==> src/rtl/derand_pkg.sv <==
// Shared definitions for the PRBS 1+x^14+x^15 randomizer/derandomizer pair.
// Stage i of the LFSR lives in state bit i-1.
package derand_pkg;

  localparam int PRBS_ORDER = 15;
  localparam int TAP_A      = 14;
  localparam int TAP_B      = 15;

  localparam logic [PRBS_ORDER-1:0] DEFAULT_SEED = 15'h00A9;

  // Randomized reference block, transmitted MSB first
  localparam logic [95:0] REF_IN = 96'h558AC4A53A1724E163AC2BF9;

  typedef enum logic {IDLE, ACTIVE} state_t;

  function automatic logic prbs_key(input logic [PRBS_ORDER-1:0] s);
    return s[TAP_A-1] ^ s[TAP_B-1];
  endfunction

  // The key bit enters stage 1 and every other stage takes its predecessor
  function automatic logic [PRBS_ORDER-1:0] prbs_step(input logic [PRBS_ORDER-1:0] s);
    return {s[PRBS_ORDER-2:0], prbs_key(s)};
  endfunction

endpackage

==> src/rtl/prbs15_lfsr.sv <==
// PRBS15 keystream generator; key is the bit for the current state.
// load forces SEED, advance steps once, both together give SEED stepped once.
module prbs15_lfsr
  import derand_pkg::*;
#(
  parameter logic [PRBS_ORDER-1:0] SEED = DEFAULT_SEED
) (
  input  logic clk,
  input  logic reset,
  input  logic load,
  input  logic advance,
  output logic key
);

  logic [PRBS_ORDER-1:0] state;

  assign key = prbs_key(state);

  always_ff @(posedge clk) begin
    if (reset) begin
      state <= SEED;
    end else if (load && advance) begin
      state <= prbs_step(SEED);
    end else if (load) begin
      state <= SEED;
    end else if (advance) begin
      state <= prbs_step(state);
    end
  end

endmodule

==> src/rtl/block_derandomizer.sv <==
// Block-framed PRBS15 derandomizer: restarts the keystream at every in_sof
// and presents each accepted bit one cycle later with block framing flags.
module block_derandomizer
  import derand_pkg::*;
#(
  parameter int                    BLOCK_LEN = 96,
  parameter int                    CNT_W     = 7,
  parameter logic [PRBS_ORDER-1:0] SEED      = DEFAULT_SEED
) (
  input  logic clk,
  input  logic reset,
  input  logic in_valid,
  input  logic in_bit,
  input  logic in_sof,
  output logic out_valid,
  output logic out_bit,
  output logic out_first,
  output logic out_last,
  output logic sof_err
);

  localparam logic [CNT_W-1:0] LAST_CNT = CNT_W'(BLOCK_LEN - 1);
  localparam logic             SINGLE   = (BLOCK_LEN == 1);
  localparam logic             SEED_KEY = prbs_key(SEED);

  state_t           state;
  logic [CNT_W-1:0] cnt;
  logic             lfsr_key;
  logic             key;
  logic             start;
  logic             normal;
  logic             last;
  logic             accept;
  logic             lfsr_load;
  logic             lfsr_adv;

  assign start  = in_valid & in_sof;
  assign normal = in_valid & ~in_sof & (state == ACTIVE);
  assign last   = normal & (cnt == LAST_CNT);
  assign accept = start | normal;

  // A new block always uses the seed's key, even when it aborts a partial block
  assign key       = start ? SEED_KEY : lfsr_key;
  assign lfsr_load = start | last;
  assign lfsr_adv  = (start & ~SINGLE) | (normal & ~last);

  prbs15_lfsr #(
    .SEED(SEED)
  ) u_lfsr (
    .clk    (clk),
    .reset  (reset),
    .load   (lfsr_load),
    .advance(lfsr_adv),
    .key    (lfsr_key)
  );

  // Framing FSM, bit counter and registered output stage
  always_ff @(posedge clk) begin
    if (reset) begin
      state     <= IDLE;
      cnt       <= '0;
      out_valid <= 1'b0;
      out_bit   <= 1'b0;
      out_first <= 1'b0;
      out_last  <= 1'b0;
      sof_err   <= 1'b0;
    end else begin
      out_valid <= accept;
      out_bit   <= accept & (in_bit ^ key);
      out_first <= start;
      out_last  <= last | (start & SINGLE);
      sof_err   <= start & (state == ACTIVE);
      if (start) begin
        state <= SINGLE ? IDLE : ACTIVE;
        cnt   <= SINGLE ? '0 : CNT_W'(1);
      end else if (last) begin
        state <= IDLE;
        cnt   <= '0;
      end else if (normal) begin
        cnt <= cnt + 1'b1;
      end
    end
  end

endmodule

==> config.mk <==
export PLATFORM = sky130hd
export DESIGN_NAME = block_derandomizer
export DESIGN_NICKNAME = d
export VERILOG_FILES = /design/src/rtl/derand_pkg.sv /design/src/rtl/prbs15_lfsr.sv /design/src/rtl/block_derandomizer.sv
export SDC_FILE = /design/constraint.sdc
export NUM_CORES = 1
export LEC_CHECK = 0
export CAP_MARGIN = 10
export CORE_ASPECT_RATIO = 0.6
export CORE_UTILIZATION = 45
export DETAILED_ROUTE_END_ITERATION = 16
export PLACE_DENSITY = 0.74
export SLEW_MARGIN = 20
export SYNTH_ARGS = -nofsm -noshare
export SYNTH_HDL_FRONTEND = slang
export SYNTH_SLANG_ARGS = --single-unit
==> constraint.sdc <==
create_clock -name clk -period 1.85 [get_ports clk]
set_clock_uncertainty 0.1 [all_clocks]
set_input_delay 0.37 -clock clk [delete_from_list [all_inputs] [get_ports clk]]
set_output_delay 0.37 -clock clk [all_outputs]
set_load 0.01 [all_outputs]
# [Yosys cells after proc, flatten, opt, wreduce, memory -nomap -nowiden]
# Cells that the tools add are included.
[totals] regBits=28 in_bits=5 word_cells=41
[classes] n_addsub=1 n_eq_ne=1 n_mux=9 bitwise_logic=14 reduce_logical=6
[ops] operator="two-way mux 9 bit" count=3
[ops] operator="adder 7 x 1 -> 7 bit (second input constant)" count=1
[ops] operator="AND 1 bit" count=7
[ops] operator="== test 7 bit (second input constant)" count=1
[ops] operator="two-way mux 1 bit" count=6
[ops] operator="nonzero test 3 bit" count=2
[ops] operator="OR reduction 3 bit" count=2
[ops] operator="bitwise OR 1 bit" count=3
[ops] operator="inverter 1 bit" count=2
[ops] operator="nonzero test 2 bit" count=1
[ops] operator="bitwise XOR 1 bit" count=2
[ops] operator="logical AND 1 bit" count=1

# [Depth between registers and ports, before layout]
[depth] word_depth=10 depth_mapped=6 mapped_depth_nobuf=4

# [Cells and area by module]
# Synthesis repeated with hierarchy kept, for this count alone.
[unflattened] cells_unflattened=120 hier_area_um2=1166.1
[modules_own_cells] mod="prbs15_lfsr" instances=1 cells_each=60 area_each_um2=584.3 seq_area_each_um2=300.3
[modules_own_cells] mod="block_derandomizer" instances=1 cells_each=60 area_each_um2=581.8 seq_area_each_um2=260.2

# [Least setup slack after synthesis]
# OpenSTA, ideal clock, no wires.
[synth_timing] path_type="reg-to-reg" from="register cnt[0]" to="register u_lfsr.state[11]" setup_time_ps=80 arrival_time_ps=1425 required_time_ps=1670 slack_ps=246 path_stages_with_launch=7 n_path_buf=2 period_less_slack_ps=1604 cell_sequence="dfxtp_1 -> ha_1 -> and3_1 -> buf_2 -> a311o_1 -> buf_6 -> a211oi_2"
[synth_via] elab_chain_len=7 elab_cells_between_ends=8
[synth_lines] element="from (decl)" line_no="block_derandomizer.sv:27" rtl="logic [CNT_W-1:0] cnt;"
[synth_lines] element="from (signal assigned)" line_no="block_derandomizer.sv:75" rtl="cnt <= SINGLE ? '0 : CNT_W'(1);"
[synth_lines] element="from (signal assigned)" line_no="block_derandomizer.sv:80" rtl="cnt <= cnt + 1'b1;"
[synth_lines] element="== test 7 bit *" line_no="block_derandomizer.sv:39" rtl="assign last = normal & (cnt == LAST_CNT);"
[synth_lines] element="AND 1 bit *" line_no="block_derandomizer.sv:39"
[synth_lines] element="inverter 1 bit" line_no="block_derandomizer.sv:45" rtl="assign lfsr_adv = (start & ~SINGLE) | (normal & ~last);"
[synth_lines] element="AND 1 bit" line_no="block_derandomizer.sv:45"
[synth_lines] element="bitwise OR 1 bit" line_no="block_derandomizer.sv:45"
[synth_lines] element="logical AND 1 bit" line_no="prbs15_lfsr.sv:22" rtl="end else if (load && advance) begin"
[synth_lines] element="OR reduction 3 bit (no line)"
[synth_lines] element="to (signal assigned)" line_no="prbs15_lfsr.sv:23" rtl="state <= prbs_step(SEED);"
[synth_lines] element="to (signal assigned)" line_no="prbs15_lfsr.sv:27" rtl="state <= prbs_step(state);"
[synth_lines] element="to (decl)" line_no="prbs15_lfsr.sv:15" rtl="logic [PRBS_ORDER-1:0] state;"
# Mark *: on every way between the ends. The rest lies on a longest branch, timed or not.
# A chain may end at the register's enable or synchronous reset.

# [Final worst setup path]
[layout_timing] from="input port in_sof" to="register u_lfsr.state[10]"
[layout_via] elab_chain_len=9 elab_cells_between_ends=11
[layout_lines] element="from (decl)" line_no="block_derandomizer.sv:14" rtl="input logic in_sof,"
[layout_lines] element="inverter 1 bit" line_no="block_derandomizer.sv:38" rtl="assign normal = in_valid & ~in_sof & (state == ACTIVE);"
[layout_lines] element="AND 1 bit (2 in a row)" line_no="block_derandomizer.sv:38"
[layout_lines] element="AND 1 bit" line_no="block_derandomizer.sv:39"
[layout_lines] element="inverter 1 bit" line_no="block_derandomizer.sv:45"
[layout_lines] element="AND 1 bit" line_no="block_derandomizer.sv:45"
[layout_lines] element="bitwise OR 1 bit" line_no="block_derandomizer.sv:45"
[layout_lines] element="logical AND 1 bit" line_no="prbs15_lfsr.sv:22"
[layout_lines] element="OR reduction 3 bit (no line)"
# Several ways; a longest one is shown, not always the timed one.

==> impl_metrics.py <==
metrics = {
    "run_status": {
        "status": "finished clean",
    },
    "route": {
        "drt-initial-drc-count": 131,
        "postRouteAntennaNets": 0,
        "wl_per_cell_um": 15.6,
        "dr_total_vias": 1014,
        "viasPerCell": 5.93,
        "drt-pass1-iter-count": 4,
        "drt_wl_total_mm": 2.67,
        "route.detailed.drc": 0,
    },
    "placed_design": {
        "place_ws_ns": -0.199,
        "hpwl_mm": 1.96,
        "gp_congestion": 0.893,
        "io_buffer_count": 9,
        "place_area_um2": 1360,
    },
    "pwr": {
        "p_leak_nw": 0.462,
        "clkPwrFrac": 0.298,
        "netSwitchingFraction": 0.233,
        "pwr-share-comb": 0.107,
        "power_density_nw_per_um2": 766,
        "peakVddDrop_mv": 0.546,
        "p_int_uw": 830,
        "p_switching_uw": 252,
        "seqPwrFrac": 0.595,
    },
    "finish": {
        "n_fill_cell": 205,
        "final_layout_size_suffix_gt1_frac": 0.184,
        "multi_input_area_um2": 542,
        "n_antenna_cell": 0,
        "stdcell_area_um2": 1410,
        "nets": 149,
        "ff_latch_area_um2": 562,
        "syn_to_final_growth_pct": 20.0,
    },
    "yosys": {
        "synthTopCellsByArea": "dfxtp_1 48%, a21oi_1 6.0%, a311oi_1 5.2%",
        "netlist.area_leader.share": 0.477,
        "synthCells": 124,
        "yosysSeqAreaShare": 0.477,
        "ys_ff_latch": 28,
        "syn_area_per_cell_um2": 9.48,
        "yosysWarningCount": 0,
        "synthDistinctLibCells": 33,
        "syn_area_um2": 1180,
        "yosysTopAreaCell": "dfxtp_1",
        "syn_nets": 130,
    },
    "sta": {
        "period_share": 0.974,
        "setup_violations": 0,
        "rsz0062_at_grt": "no",
        "clock.fmax_mhz": 555,
        "report.final.slew_viol_count": 0,
        "slew_headroom": 0.707,
        "setup_ws_ns": 0.0490,
        "fin_crit_ns": 1.80,
        "tightestPinTransition_ns": 0.439,
        "finalHoldViolations": 0,
        "holdWs_ns": 0.372,
        "tns_ns": 0,
    },
    "clocking": {
        "cts.clk_slew.worst_paths_ns": 0.09,
        "cts_tree": "built",
        "insertion_delay_ns": 0.27,
        "post_cts_buffers": 0,
        "cts_sinks": 28,
        "htree_levels": 1,
        "root_buffer": "clkbuf_8",
        "cts_made_buffers": 3,
        "clockBufferDepth": 2,
    },
    "floorplanning": {
        "start_util": 0.509,
        "die_area_um2": 2830,
        "row_count": 13,
        "die_w_um": 68,
        "io_pins": 10,
        "die_height_um": 41.6,
        "coreArea_um2": 2310,
    },
    "setup_path": {
        "cp_slowest_stage_delay_ns": 0.53,
        "critical_path.slowest_cell": "clkdlybuf4s50_1",
        "worstRegToRegCells": 5,
        "critPathKind": "input pin to register",
        "path_cells": "clkdlybuf4s50_1 > and3b_1 > a311o_1 > buf_4 > a211oi_1",
        "endpoint_kind": "register",
        "cp-start-kind": "input pin",
        "critical_path_required_ns": 1.93,
        "cp_max_fo": 7,
        "arrival_ns": 1.88,
    },
    "global_route": {
        "grt_max_degree": 15,
        "grt_usage": 0.209,
        "grt_pass1_wl_mm": 4.36,
        "antenna_found_initial": 0,
        "grt_pass1_vias": 915,
        "gr-total-overflow": 0,
    },
    "flow_run": {
        "drv_cap": 0,
    },
    "hold_path": {
        "min_path_type": "register to register",
        "worst_hold_path.num_cells": 2,
    },
}
-- final cells by class --
| type | count | area share |
|---|---|---|
| Clock buffer | 3 | 0.0293 |
| Multi-Input combinational cell | 78 | 0.384 |
| Sequential cell | 28 | 0.398 |
| Timing Repair Buffer | 23 | 0.138 |
| Inverter | 9 | 0.0239 |
| Tap cell | 30 | 0.0266 |
-- logic make-up (layout without fill, tap and decap cells) --
family,count (synthesis),count (layout),synth area share
xor gates and xnor gates,1,1,0.00745
adders and majority gates,1,1,0.0106
buffers and inverters,18,35,0.0723
AOI/OAI and AO/OA,50,50,0.311
DFF,28,28,0.477
and+or+nand+nor,26,26,0.122
-- synth_stat cells (all sizes together) --
| cell type | n |
|---|---|
| xnor2 | 1 |
| a221o | 3 |
| nand3 | 2 |
| nand3b | 2 |
| or4 | 2 |
| a311o | 1 |
| nor2 | 3 |
| a31oi | 1 |
| buf | 4 |
| o211ai | 4 |
| inv | 9 |
| ha | 1 |
| a211oi | 7 |
| and2 | 1 |
| or3 | 4 |
| a21boi | 1 |
| o21ai | 6 |
| clkbuf | 5 |
| a21oi | 14 |
| o31ai | 2 |
| and3 | 1 |
| a311oi | 7 |
| o22ai | 1 |
| a211o | 2 |
| and3b | 2 |
| dfxtp | 28 |
| a31o | 1 |
| nand2 | 7 |
| nor4 | 1 |
| nor3 | 1 |
-- cells in the final DEF (no fill, tap or decap), drive strengths merged --
cell / netlist / layout
a311oi: 7 / 7
nand3b: 2 / 2
ha: 1 / 1
a31oi: 1 / 1
dfxtp: 28 / 28
and3b: 2 / 2
o21ai: 6 / 6
nor4: 1 / 1
a221o: 3 / 3
o31ai: 2 / 2
nand3: 2 / 2
nor3: 1 / 1
inv: 9 / 9
and3: 1 / 1
a31o: 1 / 1
xnor2: 1 / 1
or3: 4 / 4
a21oi: 14 / 14
a311o: 1 / 1
clkbuf: 5 / 3
clkdlybuf4s50: 0 / 9
a211oi: 7 / 7
o22ai: 1 / 1
o211ai: 4 / 4
and2: 1 / 1
nand2: 7 / 7
buf: 4 / 14
a211o: 2 / 2
or4: 2 / 2
nor2: 3 / 3
a21boi: 1 / 1
-- final timing paths --
| path | slack [ns] | start | endpoint |
|---|---|---|---|
| worst max-delay path | 0.05 | in_sof | u_lfsr.state[10] |
| worst min-delay path | 0.37 | u_lfsr.state[9] | u_lfsr.state[9] |
| worst min register to register | 0.37 | u_lfsr.state[9] | u_lfsr.state[9] |
| worst max register to register | 0.11 | cnt[1] | cnt[6] |
-- worst max-delay path: cells and delay by family --
kind            cells  cell delay (ns)
buf+inv             2             0.71
compound gates      2             0.55
simple gates        1             0.26
-- state kept, by name, indices dropped and copies added, names as in the netlist --
name / cells
cnt: 7
out_bit: 1
out_first: 1
out_last: 1
out_valid: 1
sof_err: 1
state: 1
u_lfsr.state: 15
-- power groups by stage --
stage / logic [mW] / clock network (mW) / registers (mW)
finish: 0.116 / 0.322 / 0.643
global route: 0.126 / 0.361 / 0.646
CTS: 0.115 / 0.327 / 0.642
detailed placement: 0.114 / 0 / 0.656
global placement: 0.110 / 0 / 0.655
floorplan: 0.0676 / 0 / 0.653
-- metrics by stage --
| step | total power [mW] | util | cells |
|---|---|---|---|
| finish | 1.08 | 0.611 | 171 |
| global route | 1.13 | 0.611 | 171 |
| CTS | 1.08 | 0.606 | 171 |
| detailed placement | 0.771 | 0.588 | 168 |
| global placement | 0.765 | 0.588 | 168 |
| floorplan | 0.721 | - | 124 |
-- timing repair --
item,4_1_cts,5_1_grt
endpoints found under the setup margin,0,8
hold buffers,0,0
resized for setup,0,4
-- metal layers --
| layer | vias up | GRT usage | share of wire |
|---|---|---|---|
| met1 | 481 | 0.315 | 0.48 |
| met3 | 4 | 0.0659 | 0.062 |
| met5 | - | 0 | 0 |
| met2 | 28 | 0.288 | 0.44 |
| li1 | 501 | - | - |
| met4 | 0 | 0.0375 | 0.012 |
No activity file was read; power rests on OpenSTA's default activity.
